File: config.mk
export PLATFORM = sky130hd
export DESIGN_NAME = cl_frame_gen_flat
export DESIGN_NICKNAME = d
export VERILOG_FILES = /design/src/rtl/cl_pkg.sv /design/src/rtl/cl_frame_gen_if.sv /design/src/rtl/cl_pattern_gen.sv /design/src/rtl/cl_frame_gen.sv /design/src/flat_wrapper.sv
export SDC_FILE = /design/constraint.sdc
export NUM_CORES = 1
export LEC_CHECK = 0
export BUFFER_PORTS_ARGS = -buffer_cell sky130_fd_sc_hd__buf_2
export CORE_ASPECT_RATIO = 2
export CORE_MARGIN = 8
export CORE_UTILIZATION = 32
export CTS_CLUSTER_DIAMETER = 100
export DETAILED_ROUTE_END_ITERATION = 7
export GPL_TIMING_DRIVEN = 0
export PLACE_DENSITY = 0.61
export SYNTH_ARGS = -nofsm -noshare
export SYNTH_HDL_FRONTEND = slang
export SYNTH_SLANG_ARGS = --single-unit
File: constraint.sdc
create_clock -name cl_clk -period 5.52 [get_ports cl_clk]
set_input_delay 1.104 -clock cl_clk [delete_from_list [all_inputs] [get_ports cl_clk]]
set_output_delay 1.104 -clock cl_clk [all_outputs]
set_load 0.05 [all_outputs]
File: src/rtl/cl_pkg.sv
// Shared Camera Link definitions: tap geometry, pixel pattern codes, frame FSM states.
package cl_pkg;

  localparam int unsigned N_TAP = 10;
  localparam int unsigned TAP_W = 8;
  localparam int unsigned FC_W  = 16;

  typedef enum logic [1:0] {
    PAT_RAMP  = 2'd0,
    PAT_ROW   = 2'd1,
    PAT_FRAME = 2'd2,
    PAT_CONST = 2'd3
  } pat_e;

  typedef enum logic [2:0] {
    IDLE   = 3'd0,
    SETUP  = 3'd1,
    LINE   = 3'd2,
    HBLANK = 3'd3,
    VBLANK = 3'd4
  } state_e;

endpackage

File: src/rtl/cl_frame_gen_if.sv
// Camera Link video bus: frame valid, line valid and the multi-tap pixel word.
interface cl_frame_gen_if
  import cl_pkg::*;
#(
  parameter int unsigned N_TAP = cl_pkg::N_TAP,
  parameter int unsigned TAP_W = cl_pkg::TAP_W
);

  logic                     cl_fval;
  logic                     cl_lval;
  logic [N_TAP*TAP_W-1:0]   cl_data;

  modport master (output cl_fval, output cl_lval, output cl_data);
  modport slave  (input  cl_fval, input  cl_lval, input  cl_data);

endinterface

File: src/rtl/cl_pattern_gen.sv
// Maps pattern select and raster position to the next pixel word; zero outside lval.
module cl_pattern_gen
  import cl_pkg::*;
#(
  parameter int unsigned N_TAP = cl_pkg::N_TAP,
  parameter int unsigned TAP_W = cl_pkg::TAP_W,
  parameter int unsigned COL_W = 8,
  parameter int unsigned ROW_W = 10
) (
  input  pat_e                   pattern,
  input  logic [COL_W-1:0]       col,
  input  logic [ROW_W-1:0]       row,
  input  logic [FC_W-1:0]        frame_count,
  input  logic                   lval,
  output logic [N_TAP*TAP_W-1:0] data_c
);

  // Per-tap pixel value for the selected pattern.
  always_comb begin
    data_c = '0;
    if (lval) begin
      for (int k = 0; k < int'(N_TAP); k++) begin
        case (pattern)
          PAT_RAMP:  data_c[k*TAP_W +: TAP_W] = TAP_W'(int'(col) * int'(N_TAP) + k);
          PAT_ROW:   data_c[k*TAP_W +: TAP_W] = TAP_W'(row);
          PAT_FRAME: data_c[k*TAP_W +: TAP_W] = TAP_W'(frame_count) ^ TAP_W'(col);
          default:   data_c[k*TAP_W +: TAP_W] = TAP_W'(8'hA5);
        endcase
      end
    end
  end

endmodule

File: src/rtl/cl_frame_gen.sv
// Camera Link source emulator: frames of fixed geometry with a deterministic pixel pattern.
module cl_frame_gen
  import cl_pkg::*;
#(
  parameter int unsigned N_TAP     = cl_pkg::N_TAP,
  parameter int unsigned TAP_W     = cl_pkg::TAP_W,
  parameter int unsigned LINE_CLKS = 128,
  parameter int unsigned N_LINES   = 1024,
  parameter int unsigned FV_SETUP  = 2,
  parameter int unsigned H_BLANK   = 4,
  parameter int unsigned V_BLANK   = 16
) (
  input  logic                cl_clk,
  input  logic                reset_n,
  input  logic                start,
  input  logic                stop,
  input  logic [FC_W-1:0]     n_frames,
  input  logic [1:0]          pattern,
  cl_frame_gen_if.master      cl,
  output logic                busy,
  output logic [FC_W-1:0]     frame_count,
  output logic                done
);

  localparam int unsigned DATA_W  = N_TAP * TAP_W;
  localparam int unsigned MAX_A   = (LINE_CLKS > FV_SETUP) ? LINE_CLKS : FV_SETUP;
  localparam int unsigned MAX_B   = (H_BLANK > V_BLANK) ? H_BLANK : V_BLANK;
  localparam int unsigned CNT_MAX = (MAX_A > MAX_B) ? MAX_A : MAX_B;
  localparam int unsigned CNT_W   = $clog2(CNT_MAX + 1);
  localparam int unsigned ROW_W   = (N_LINES > 1) ? $clog2(N_LINES) : 1;

  // Input samples
  logic            start_q, stop_q;
  logic [FC_W-1:0] nf_q;
  logic [1:0]      pat_q;

  // Run state
  state_e             state, state_n;
  logic [CNT_W-1:0]   cnt, cnt_n;
  logic [ROW_W-1:0]   row, row_n;
  logic [FC_W-1:0]    nf_run, nf_n;
  pat_e               pat_run, pat_n;
  logic               stop_pend, stop_n;

  // Registered outputs
  logic               fval_q, fval_n;
  logic               lval_q, lval_n;
  logic [DATA_W-1:0]  data_q, data_n;
  logic               busy_n, done_n;
  logic [FC_W-1:0]    fc_n;

  assign cl.cl_fval = fval_q;
  assign cl.cl_lval = lval_q;
  assign cl.cl_data = data_q;

  // Register control inputs so no input reaches an output combinationally.
  always_ff @(posedge cl_clk or negedge reset_n) begin
    if (!reset_n) begin
      start_q <= 1'b0;
      stop_q  <= 1'b0;
      nf_q    <= '0;
      pat_q   <= '0;
    end else begin
      start_q <= start;
      stop_q  <= stop;
      nf_q    <= n_frames;
      pat_q   <= pattern;
    end
  end

  // Pixel word for the cycle being entered, driven by next-state raster position.
  cl_pattern_gen #(
    .N_TAP (N_TAP),
    .TAP_W (TAP_W),
    .COL_W (CNT_W),
    .ROW_W (ROW_W)
  ) u_pattern (
    .pattern     (pat_run),
    .col         (cnt_n),
    .row         (row_n),
    .frame_count (frame_count),
    .lval        (lval_n),
    .data_c      (data_n)
  );

  // State and output registers.
  always_ff @(posedge cl_clk or negedge reset_n) begin
    if (!reset_n) begin
      state       <= IDLE;
      cnt         <= '0;
      row         <= '0;
      nf_run      <= '0;
      pat_run     <= PAT_RAMP;
      stop_pend   <= 1'b0;
      fval_q      <= 1'b0;
      lval_q      <= 1'b0;
      data_q      <= '0;
      busy        <= 1'b0;
      frame_count <= '0;
      done        <= 1'b0;
    end else begin
      state       <= state_n;
      cnt         <= cnt_n;
      row         <= row_n;
      nf_run      <= nf_n;
      pat_run     <= pat_n;
      stop_pend   <= stop_n;
      fval_q      <= fval_n;
      lval_q      <= lval_n;
      data_q      <= data_n;
      busy        <= busy_n;
      frame_count <= fc_n;
      done        <= done_n;
    end
  end

  // Frame sequencing and next output values.
  always_comb begin
    state_n = state;
    cnt_n   = cnt + CNT_W'(1);
    row_n   = row;
    nf_n    = nf_run;
    pat_n   = pat_run;
    stop_n  = stop_pend | stop_q;
    fval_n  = fval_q;
    lval_n  = 1'b0;
    busy_n  = busy;
    fc_n    = frame_count;
    done_n  = 1'b0;

    case (state)
      IDLE: begin
        cnt_n  = '0;
        fval_n = 1'b0;
        busy_n = 1'b0;
        stop_n = 1'b0;
        if (start_q) begin
          state_n = SETUP;
          fval_n  = 1'b1;
          busy_n  = 1'b1;
          fc_n    = '0;
          nf_n    = nf_q;
          pat_n   = pat_e'(pat_q);
          stop_n  = stop_q;
        end
      end
      SETUP: begin
        fval_n = 1'b1;
        if (cnt == CNT_W'(FV_SETUP - 1)) begin
          state_n = LINE;
          cnt_n   = '0;
          row_n   = '0;
          lval_n  = 1'b1;
        end
      end
      LINE: begin
        lval_n = 1'b1;
        if (cnt == CNT_W'(LINE_CLKS - 1)) begin
          state_n = HBLANK;
          cnt_n   = '0;
          lval_n  = 1'b0;
        end
      end
      HBLANK: begin
        if (cnt == CNT_W'(H_BLANK - 1)) begin
          cnt_n = '0;
          if (row < ROW_W'(N_LINES - 1)) begin
            state_n = LINE;
            row_n   = row + ROW_W'(1);
            lval_n  = 1'b1;
          end else begin
            state_n = VBLANK;
            fval_n  = 1'b0;
            if (frame_count != {FC_W{1'b1}}) fc_n = frame_count + FC_W'(1);
          end
        end
      end
      VBLANK: begin
        fval_n = 1'b0;
        if (cnt == CNT_W'(V_BLANK - 1)) begin
          cnt_n = '0;
          if (stop_pend || stop_q || ((nf_run != '0) && (frame_count == nf_run))) begin
            state_n = IDLE;
            busy_n  = 1'b0;
            done_n  = 1'b1;
            stop_n  = 1'b0;
          end else begin
            state_n = SETUP;
            fval_n  = 1'b1;
          end
        end
      end
      default: begin
        state_n = IDLE;
        cnt_n   = '0;
      end
    endcase
  end

endmodule

File: src/flat_wrapper.sv
// flat-port wrapper written by rule: the top's interface ports become plain ports
module cl_frame_gen_flat import cl_pkg::*;
#(
  parameter int unsigned N_TAP     = cl_pkg::N_TAP,
  parameter int unsigned TAP_W     = cl_pkg::TAP_W,
  parameter int unsigned LINE_CLKS = 128,
  parameter int unsigned N_LINES   = 1024,
  parameter int unsigned FV_SETUP  = 2,
  parameter int unsigned H_BLANK   = 4,
  parameter int unsigned V_BLANK   = 16
)
  (cl_clk, reset_n, start, stop, n_frames, pattern, busy, frame_count, done, cl_cl_fval, cl_cl_lval, cl_cl_data);
  cl_frame_gen_if #(.N_TAP(N_TAP), .TAP_W(TAP_W)) cl_i ();
  input  logic cl_clk;
  input  logic reset_n;
  input  logic start;
  input  logic stop;
  input  logic [FC_W-1:0] n_frames;
  input  logic [1:0] pattern;
  output logic busy;
  output logic [FC_W-1:0] frame_count;
  output logic done;
  output wire logic [$bits(cl_i.cl_fval)-1:0] cl_cl_fval;
  output wire logic [$bits(cl_i.cl_lval)-1:0] cl_cl_lval;
  output wire logic [$bits(cl_i.cl_data)-1:0] cl_cl_data;
  assign cl_cl_fval = cl_i.cl_fval;
  assign cl_cl_lval = cl_i.cl_lval;
  assign cl_cl_data = cl_i.cl_data;
  cl_frame_gen #(.N_TAP(N_TAP), .TAP_W(TAP_W), .LINE_CLKS(LINE_CLKS), .N_LINES(N_LINES), .FV_SETUP(FV_SETUP), .H_BLANK(H_BLANK), .V_BLANK(V_BLANK)) u_core (.cl_clk(cl_clk), .reset_n(reset_n), .start(start), .stop(stop), .n_frames(n_frames), .pattern(pattern), .cl(cl_i), .busy(busy), .frame_count(frame_count), .done(done));
endmodule
### After elaboration in Yosys (flattened, before gate mapping)

Cells that the tools add are included.

| operators by class | value |
|---|---|
| $lt $le $gt $ge | 1 |
| div/mod/pow operators | 0 |
| shift-type cells | 0 |
| multiplexer cells | 54 |
| add/subtract/negate cells | 12 |
| reductions and logical operators | 16 |
| equal/unequal tests | 21 |
| bitwise gates (word level) | 2 |
| $mul | 1 |

Operators with widths:

| cell | count |
|---|---|
| $pmux 8 s3 | 10 |
| $mux 80 | 1 |
| $mux 16 | 4 |
| $add 8x4->8 const B | 4 |
| $mux 8 | 4 |
| $pmux 16 s2 | 1 |
| $pmux 8 s4 | 1 |
| $mux 10 | 3 |
| $pmux 10 s2 | 1 |
| $mux 1 | 18 |
| $mux 3 | 6 |
| $add 16x1->16 const B | 1 |
| $add 8x3->8 const B | 2 |
| $add 8x5->8 const B | 2 |
| $eq 16x16->1 | 1 |
| $ne 16x16->1 const B | 1 |
| $ne 2x1->1 const B | 8 |
| $reduce_bool 16->1 | 1 |
| $pmux 3 s5 | 1 |
| $add 10x1->10 const B | 1 |
| $lt 10x10->1 const B | 1 |
| $reduce_and 5->1 | 2 |
| $add 8x1->8 const B | 1 |
| $add 8x2->8 const B | 1 |
| other kinds (25) | 31 |

| storage, ports and cells | value |
|---|---|
| memory bits (read-only) | 0 |
| output and inout port bits | 100 |
| memories | 0 |
| bits in latches | 0 |
| memory bits (writable) | 0 |
| logic and storage cells | 124 |
| bits in registers | 160 |
| input port bits | 22 |

### Longest topological paths before layout

Gate-level depths: netlist (run 1).

| depth | value |
|---|---|
| depth after elaboration | 7 |
| mapped depth | 17 |
| gate-level depth less buffers | 16 |

### Cells and area by module

Synthesis (run 1) repeated with hierarchy kept, for this count alone.

| unflattened totals | value |
|---|---|
| cell total of the unflattened synthesis | 607 |
| area, all modules | 7,081.8 µm² |

By module, submodules not included:

| module | seq. area each (µm²) | area each (µm²) | cells an instance | times used |
|---|---|---|---|---|
| cl_frame_gen | 4,003.8 | 5,674.2 | 409 | 1 |
| cl_pattern_gen | 0.0 | 1,407.6 | 198 | 1 |

### Worst setup path before layout (run 1)

Ideal clock, no wire load.

| timing path | value |
|---|---|
| path kind | register -> register |
| start point | register u_core.cnt[0] |
| end point | register u_core.data_q[63], in the netlist u_core.cl.cl_data[63] |
| cell stages (with the launch flop) | 17 |
| slack | 1,644 ps |
| path buffers | 1 |
| data arrival time | 3,739 ps |
| cell sequence | dfrtp_1 -> ha_1 -> clkbuf_1 -> nand3b_1 -> o211ai_1 -> nand3_1 -> nand2b_1 -> inv_1 -> ha_1 -> ha_1 -> inv_1 -> fa_1 -> xnor2_1 -> and3b_1 -> nor2b_1 -> xnor2_1 -> o21ai_1 |

| between the ends | value |
|---|---|
| word-level cells in the longest chain between the ends | 7 |
| elaborated cells on any way between the ends | 22 |
| those cells by class | 2 x add/sub; 1 x mul; 4 x eq/ne; 14 x mux; 1 x bitwise |

RTL lines:

| element | RTL line | text |
|---|---|---|
| start: declaration | cl_frame_gen.sv:39 | `logic [CNT_W-1:0] cnt, cnt_n;` |
| start signal: assignment | cl_frame_gen.sv:103 | `cnt <= cnt_n;` |
| $add 8x1->8, or another cell as far along | cl_frame_gen.sv:120 | `cnt_n = cnt + CNT_W'(1);` |
| $mux 8, on equally long branches | -- |  |
| $pmux 8 s4 (*) | cl_frame_gen.sv:131 | `case (state)` |
| via u_core.cnt_n[1] | cl_frame_gen.sv:39 |  |
| $mul 8x3->7 (*) | cl_pattern_gen.sv:24 | `PAT_RAMP: data_c[k*TAP_W +: TAP_W] = TAP_W'(int'(col) * int'(N_TAP) + k);` |
| $add 8x4->8 (*) | cl_pattern_gen.sv:24 |  |
| $pmux 8 s3 (*) | cl_pattern_gen.sv:23 | `case (pattern)` |
| $mux 80 (*) | cl_pattern_gen.sv:21 | `if (lval) begin` |
| end signal: assignment | cl_frame_gen.sv:110 | `data_q <= data_n;` |
| end: declaration | cl_frame_gen.sv:48 | `logic [DATA_W-1:0] data_q, data_n;` |

Mark *: on every way through the listed nets, which the timed path passes. The rest lies on a longest branch. The select of a mux whose other input is x is not followed.
A chain may end at the register's enable or synchronous reset.

### Worst setup path after layout (run 1)

Ends and elaborated chain as after synthesis.

==> flow_summary_export.csv, run 1 <==
group,metric,value,unit
floorplanning,die_y,208,µm
global_routing,grt_usage,0.136,
clock_network,cts_tree,"yes",
run,maxCapViolations,0,
clock_network,post_cts_buffers,0,
power_and_ir_drop,pwr-share-comb,0.492,
floorplanning,dieArea,0.0233,mm²
critical_path,cp_max_fo,9,
global_routing,antenna_found_initial,0,
global_routing,grt_pass1_vias,4771,
placement,globalplace.congestion,0.880,
timing,fin_crit,4940,ps
power_and_ir_drop,power_density,608,mW/mm²
floorplanning,ios,122,
synthesis,syn_nets,608,
outcome,outcome,"completed",
power_and_ir_drop,leakagePower,3.63,nW
synthesis,syn_area,0.00589,mm²
clock_network,cts_sinks,113,
cells_and_area,fin_cells,939,
clock_network,clock-root-buffer,"clkbuf_16",
critical_path,critical_path_class,"flop to flop",
synthesis,synthMuxAreaShare,0.0453,
clock_network,cts-hold-fix-buffers,0,
clock_network,clk_latency,420,ps
clock_network,cts_buffers,17,
timing,relSlewSlack,0.397,
global_routing,grt_overflow,0,
detailed_routing,firstDrtPassIters,4,
synthesis,yosysWarnings,0,
timing,skew,10.9,ps
clock_network,cts.clk_slew.worst_paths,60,ps
detailed_routing,vias,4576,
synthesis,synth_compound_area_frac,0.0946,
cells_and_area,drive_above_1_share,0.332,
placement,dp.final_hpwl,11900,µm
global_routing,grt_first_pass_wirelength,24800,µm
power_and_ir_drop,intPower,2.47,mW
cells_and_area,final_cell_mix,"buf_2, dfrtp_1, buf_4, nand2_1, nor2_1",
detailed_routing,drt_drc_violations_left,0,
floorplanning,start_util,0.325,
detailed_routing,antenna_left,0,
placement,dp_cells,907,
critical_path,cp_num_buf_inv,3,
critical_path,crit_chain,"ha_1 > clkbuf_1 > nand3b_1 > o211ai_1 > nand3_1 > nand2b_1 > inv_1 > ha_1 > ha_1 > inv_1 > fa_1 > xnor2_1 > and3b_1 > nor2b_1 > xnor2_1 > o21ai_1",
critical_path,start_kind,"flop",
power_and_ir_drop,seqPwrFrac,0.260,
timing,hold_viol_final,0,
synthesis,async_reset_ff_frac,1.00,
detailed_routing,vias_per_cell,4.87,
detailed_routing,drt_iter0_drc,193,
floorplanning,rows,70,
synthesis,ys_seq_elements,113,
critical_path,arrival,5230,ps
timing,rsz0062_at_grt,"false",
clock_network,cts.repair.resized,0,
power_and_ir_drop,p_clk_frac,0.247,
synthesis,ys_types,61,
timing,fmax,0.202,GHz
worst_hold_path,hold_class,"flop to flop",
synthesis,synthAdderAreaFrac,0.0374,
placement,portBuffers,121,
cells_and_area,n_fill_cell,1797,
synthesis,yosysSeqAreaShare,0.480,
global_routing,grt_start_max_net_pins,59,
timing,fin_tns_setup,0,ps
cells_and_area,syn_to_final_growth,25.7,%
synthesis,syn_area_per_cell,10.3,µm²
synthesis,synth-main-ff-cell,"dfrtp_1",
floorplanning,core-area,0.0181,mm²
clock_network,cts_buffer_depth,2,
timing,slew_viol_final,0,
synthesis,synth_top_family_by_area,"simple AND/OR/NAND/NOR gates",
synthesis,yosys.area_share.xor_xnor,0.0969,
detailed_routing,wl_per_cell,16.4,µm
critical_path,cp-end-kind,"flop",
floorplanning,die_x,112,µm
synthesis,synth_edf_count,0,
timing,setup_viol,0,
cells_and_area,diodes,0,
critical_path,cp_top_family,"simple AND/OR/NAND/NOR gates",
synthesis,syn_inst,569,
synthesis,synth-simple-area-share,0.157,
cells_and_area,final_common_cell,"buf_2",
power_and_ir_drop,switching_share,0.452,
timing,fin_crit_sh,0.896,
detailed_routing,wl,15400,µm
power_and_ir_drop,ir_worst_vdd,0.277,mV
critical_path,slowest_stage,"o211ai_1",
cells_and_area,fin_nets,749,
power_and_ir_drop,switching_power,2.03,mW
critical_path,critPathRequiredTime,5800,ps
timing,tightest_slew,901,ps
critical_path,path_common_cell,"ha_1",
power_and_ir_drop,p_total,4.50,mW
critical_path,crit_path_max_incr_delay,670,ps
clock_network,h-tree-depth,4,
-- kinds of logic (layout without fill, tap and decap cells) --
logic type / Yosys count / count (layout)
flip-flops: 113 / 113
AND/OR/NAND/NOR: 180 / 180
adder cells (fa/ha/maj): 17 / 17
XOR/XNOR: 63 / 63
AO/OA/AOI/OAI: 87 / 87
buffers and inverters: 86 / 240
multiplexers: 23 / 23
-- flip-flops by register name, summed over array words and instances (netlist names) --
register,cells
u_core.cl.cl_lval,1
u_core.stop_q,1
u_core.cnt,8
u_core.stop_pend,1
u_core.cl.cl_fval,1
u_core.cl.cl_data,33
u_core.start_q,1
u_core.row,10
u_core.busy,1
u_core.nf_run,16
u_core.pat_run,2
u_core.state,3
u_core.done,1
u_core.nf_q,16
u_core.pat_q,2
u_core.frame_count,16
-- cell type report --
type	count	area, µm²	share of cell area
multi-input cells	370	2540	0.343
repair buffers	122	639	0.0864
inverters	15	56.3	0.00761
well taps	216	270	0.0365
flip-flops and latches	113	2830	0.382
clock inverters	13	160	0.0216
plain buffers	71	465	0.0629
clock buffers	19	443	0.0599
-- metrics by stage --
| step | hold slack, ps | area [µm²] | worst slack (ps) | util |
|---|---|---|---|---|
| after floorplan | 440 | 5890 | 1640 | - |
| after CTS | 474 | 7400 | 680 | 0.408 |
| final | 470 | 7400 | 575 | 0.408 |
| after detailed placement | 458 | 6800 | 721 | 0.375 |
| after global placement | 451 | 6760 | 704 | 0.373 |
| after global routing | 483 | 7400 | 380 | 0.408 |
-- final timing paths --
kind / start / cells after the start / to / slack [ps]
min: u_core.nf_q[14] / 1 / u_core.nf_run[14] / 470
max: u_core.cnt[0] / 16 / u_core.cl.cl_data[63] / 580
min reg2reg: u_core.nf_q[14] / 1 / u_core.nf_run[14] / 470
max in group asynchronous: reset_n / 2 / u_core.frame_count[0] / 4230
max reg2reg: u_core.cnt[0] / 16 / u_core.cl.cl_data[63] / 580
min in group asynchronous: reset_n / 1 / u_core.done / 630
-- power groups by stage --
stage,Combinational (mW),Clock (mW),Sequential [mW]
after floorplan,1.46,0,1.40
after CTS,2.22,1.13,1.17
after global routing,2.39,1.17,1.20
final,2.21,1.11,1.17
after global placement,2.19,0,1.18
after detailed placement,2.20,0,1.19
-- layer usage --
metal	GRT usage	up-vias	routed length, µm
met5	0	-	0
met4	0.0774	0	599
met3	0.0417	33	914
met2	0.255	144	8420
met1	0.127	2199	5510
li1	-	2200	-
-- synth_stat cells (all sizes together) (2+ instances only) --
| library cell | count | area [µm²] |
|---|---|---|
| a31oi | 6 | 37.5 |
| or4 | 2 | 15.0 |
| o31ai | 2 | 15.0 |
| dfrtp | 113 | 2830 |
| nand2b | 6 | 37.5 |
| inv | 15 | 56.3 |
| and3 | 8 | 50.1 |
| or3 | 5 | 31.3 |
| nor4b | 2 | 17.5 |
| nor3 | 11 | 71.3 |
| o221ai | 2 | 17.5 |
| nand4 | 11 | 75.1 |
| buf | 53 | 398 |
| xnor2 | 35 | 325 |
| ha | 16 | 200 |
| o21ai | 19 | 95.1 |
| clkbuf | 18 | 67.6 |
| nand2 | 45 | 169 |
| a21o | 3 | 22.5 |
| a21oi | 35 | 175 |
| mux2 | 19 | 214 |
| nand3 | 24 | 125 |
| nor4 | 11 | 75.1 |
| a31o | 2 | 17.5 |
| xor2 | 28 | 245 |
| o211ai | 3 | 22.5 |
| o22ai | 2 | 12.5 |
| nor2 | 42 | 160 |
| and3b | 2 | 17.5 |
| mux2i | 4 | 52.6 |
| nor2b | 6 | 37.5 |
| a311oi | 3 | 43.8 |
No activity file was read; power rests on OpenSTA's default activity.
==> inputs of run 2 (changes only) <==
--- a/config.mk
+++ b/config.mk
@@ -7,11 +7,12 @@
 export LEC_CHECK = 0
 export BUFFER_PORTS_ARGS = -buffer_cell sky130_fd_sc_hd__buf_2
 export CORE_ASPECT_RATIO = 2
-export CORE_MARGIN = 8
+export CORE_MARGIN = 1
 export CORE_UTILIZATION = 32
 export CTS_CLUSTER_DIAMETER = 100
 export DETAILED_ROUTE_END_ITERATION = 7
 export GPL_TIMING_DRIVEN = 0
+export MAX_ROUTING_LAYER = met4
 export PLACE_DENSITY = 0.61
 export SYNTH_ARGS = -nofsm -noshare
 export SYNTH_HDL_FRONTEND = slang
==> run 2 against run 1 <==
The run now ends with design-rule violations left. Design area up 0.79%. Routed wire length shrank 6.2%. Fmax rose by 2.2%. Clock skew fell by 1.3 ps. Largest power group unchanged. First-iteration DRC count rose by 15%. Via count rose by 0.63%. Critical endpoint unchanged.
==> flow_summary_export.csv, run 2 (synthesis gave the netlist of run 1 again) <==
group,metric,value,unit
worst_hold_path,hold_class,"flop to flop",
outcome,violations,"design-rule violations",
critical_path,slowest_stage,"o211ai_1",
cells_and_area,stdcell_area,0.00746,mm²
detailed_routing,wl,14500,µm
floorplanning,ios,122,
cells_and_area,fin_cells,936,
placement,portBuffers,121,
power_and_ir_drop,p_total,4.59,mW
critical_path,arrival,5110,ps
timing,rsz0062_at_grt,"false",
run,maxCapViolations,0,
cells_and_area,fin_nets,749,
critical_path,critical_path_class,"flop to flop",
detailed_routing,vias_per_cell,4.92,
placement,globalplace.congestion,0.877,
detailed_routing,antenna_left,0,
timing,fin_crit,4840,ps
detailed_routing,drt_drc_violations_left,15,
timing,slew_viol_final,0,
floorplanning,die_y,194,µm
critical_path,cp_max_fo,9,
clock_network,cts_sinks,113,
clock_network,cts_buffers,17,
placement,dp_cells,904,
detailed_routing,vias,4605,
critical_path,crit_path_max_incr_delay,600,ps
detailed_routing,wl_per_cell,15.5,µm
critical_path,cp_num_buf_inv,3,
cells_and_area,syn_to_final_growth,26.7,%
cells_and_area,final_common_cell,"buf_2",
clock_network,h-tree-depth,4,
detailed_routing,firstDrtPassIters,7,
timing,setup_viol,0,
placement,placed_cell_area,0.00679,mm²
timing,skew,9.61,ps
floorplanning,dieArea,0.0190,mm²
cells_and_area,final_cell_mix,"buf_2, dfrtp_1, buf_4, nand2_1, nor2_1",
placement,dp.final_hpwl,11100,µm
timing,fin_tns_setup,0,ps
clock_network,cts_buffer_depth,2,
timing,hold_viol_final,0,
cells_and_area,drive_above_1_share,0.333,
cells_and_area,largest_register_ffs,33,
global_routing,grt_first_pass_wirelength,23600,µm
timing,tightest_slew,931,ps
power_and_ir_drop,ir_worst_vdd,0.343,mV
power_and_ir_drop,leakagePower,3.65,nW
clock_network,cts.clk_slew.worst_paths,60,ps
critical_path,path_common_cell,"ha_1",
critical_path,cp-end-kind,"flop",
global_routing,grt_start_max_net_pins,82,
global_routing,grt_overflow,0,
clock_network,cts-hold-fix-buffers,0,
power_and_ir_drop,power_density,615,mW/mm²
outcome,outcome,"finished with violations",
critical_path,critPathRequiredTime,5790,ps
critical_path,crit_chain,"ha_1 > clkbuf_1 > nand3b_1 > o211ai_1 > nand3_1 > nand2b_1 > inv_1 > ha_1 > ha_1 > inv_1 > fa_1 > xnor2_1 > and3b_1 > nor2b_1 > xnor2_1 > o21ai_1",
floorplanning,core-area,0.0179,mm²
timing,hold_ws,467,ps
floorplanning,die_x,97.9,µm
clock_network,cts_tree,"yes",
clock_network,clock-root-buffer,"clkbuf_16",
timing,fmax,0.207,GHz
cells_and_area,diodes,0,
clock_network,clk_latency,410,ps
global_routing,grt_pass1_vias,4626,
clock_network,cts.repair.resized,0,
global_routing,grt_usage,0.166,
timing,relSlewSlack,0.374,
critical_path,cp_top_family,"simple AND/OR/NAND/NOR gates",
floorplanning,rows,69,
critical_path,start_kind,"flop",
floorplanning,start_util,0.329,
detailed_routing,drt_iter0_drc,222,
global_routing,antenna_found_initial,0,
clock_network,post_cts_buffers,0,
timing,fin_crit_sh,0.877,
[run 2: per-layer routing]
metal	vias to the layer above	GRT usage	routed length (µm)
met4	0	0.110	776
met1	2175	0.163	5180
li1	2213	-	-
met3	43	0.0270	671
met2	174	0.295	7860
met5	-	-	0
[run 2: power breakdown]
part	switching, mW	internal [mW]	leakage, nW	total [mW]
clock	0.409	0.821	0.318	1.23
sequential	0.164	1.01	1.45	1.18
combinational	1.45	0.734	1.88	2.18
[run 2: final timing paths]
| kind | start | cells past startpoint | to | slack, ps |
|---|---|---|---|---|
| worst max-delay path | u_core.cnt[0] | 16 | u_core.cl.cl_data[63] | 680 |
| worst min-delay path | u_core.nf_q[8] | 1 | u_core.nf_run[8] | 470 |
| worst max register to register | u_core.cnt[0] | 16 | u_core.cl.cl_data[63] | 680 |
| worst min register to register | u_core.nf_q[8] | 1 | u_core.nf_run[8] | 470 |
| max in group asynchronous | reset_n | 2 | u_core.cl.cl_data[74] | 4260 |
| min in group asynchronous | reset_n | 1 | u_core.pat_q[1] | 570 |
[run 2: through the flow]
stage | worst slack, ps | util
3_5_place_dp | 691 | 0.380
2_1_floorplan | 1640 | -
4_1_cts | 673 | 0.417
5_1_grt | 301 | 0.417
3_3_place_gp | 799 | 0.378
6_report | 680 | 0.417
[run 2: area by class of cell]
| class | instances | area [µm²] |
|---|---|---|
| inverters | 15 | 56.3 |
| clock inverters | 14 | 226 |
| flip-flops and latches | 113 | 2830 |
| well taps | 213 | 267 |
| plain buffers | 71 | 465 |
| multi-input cells | 370 | 2540 |
| repair buffers | 122 | 639 |
| clock buffers | 18 | 439 |
| fillers | 1727 | 10400 |
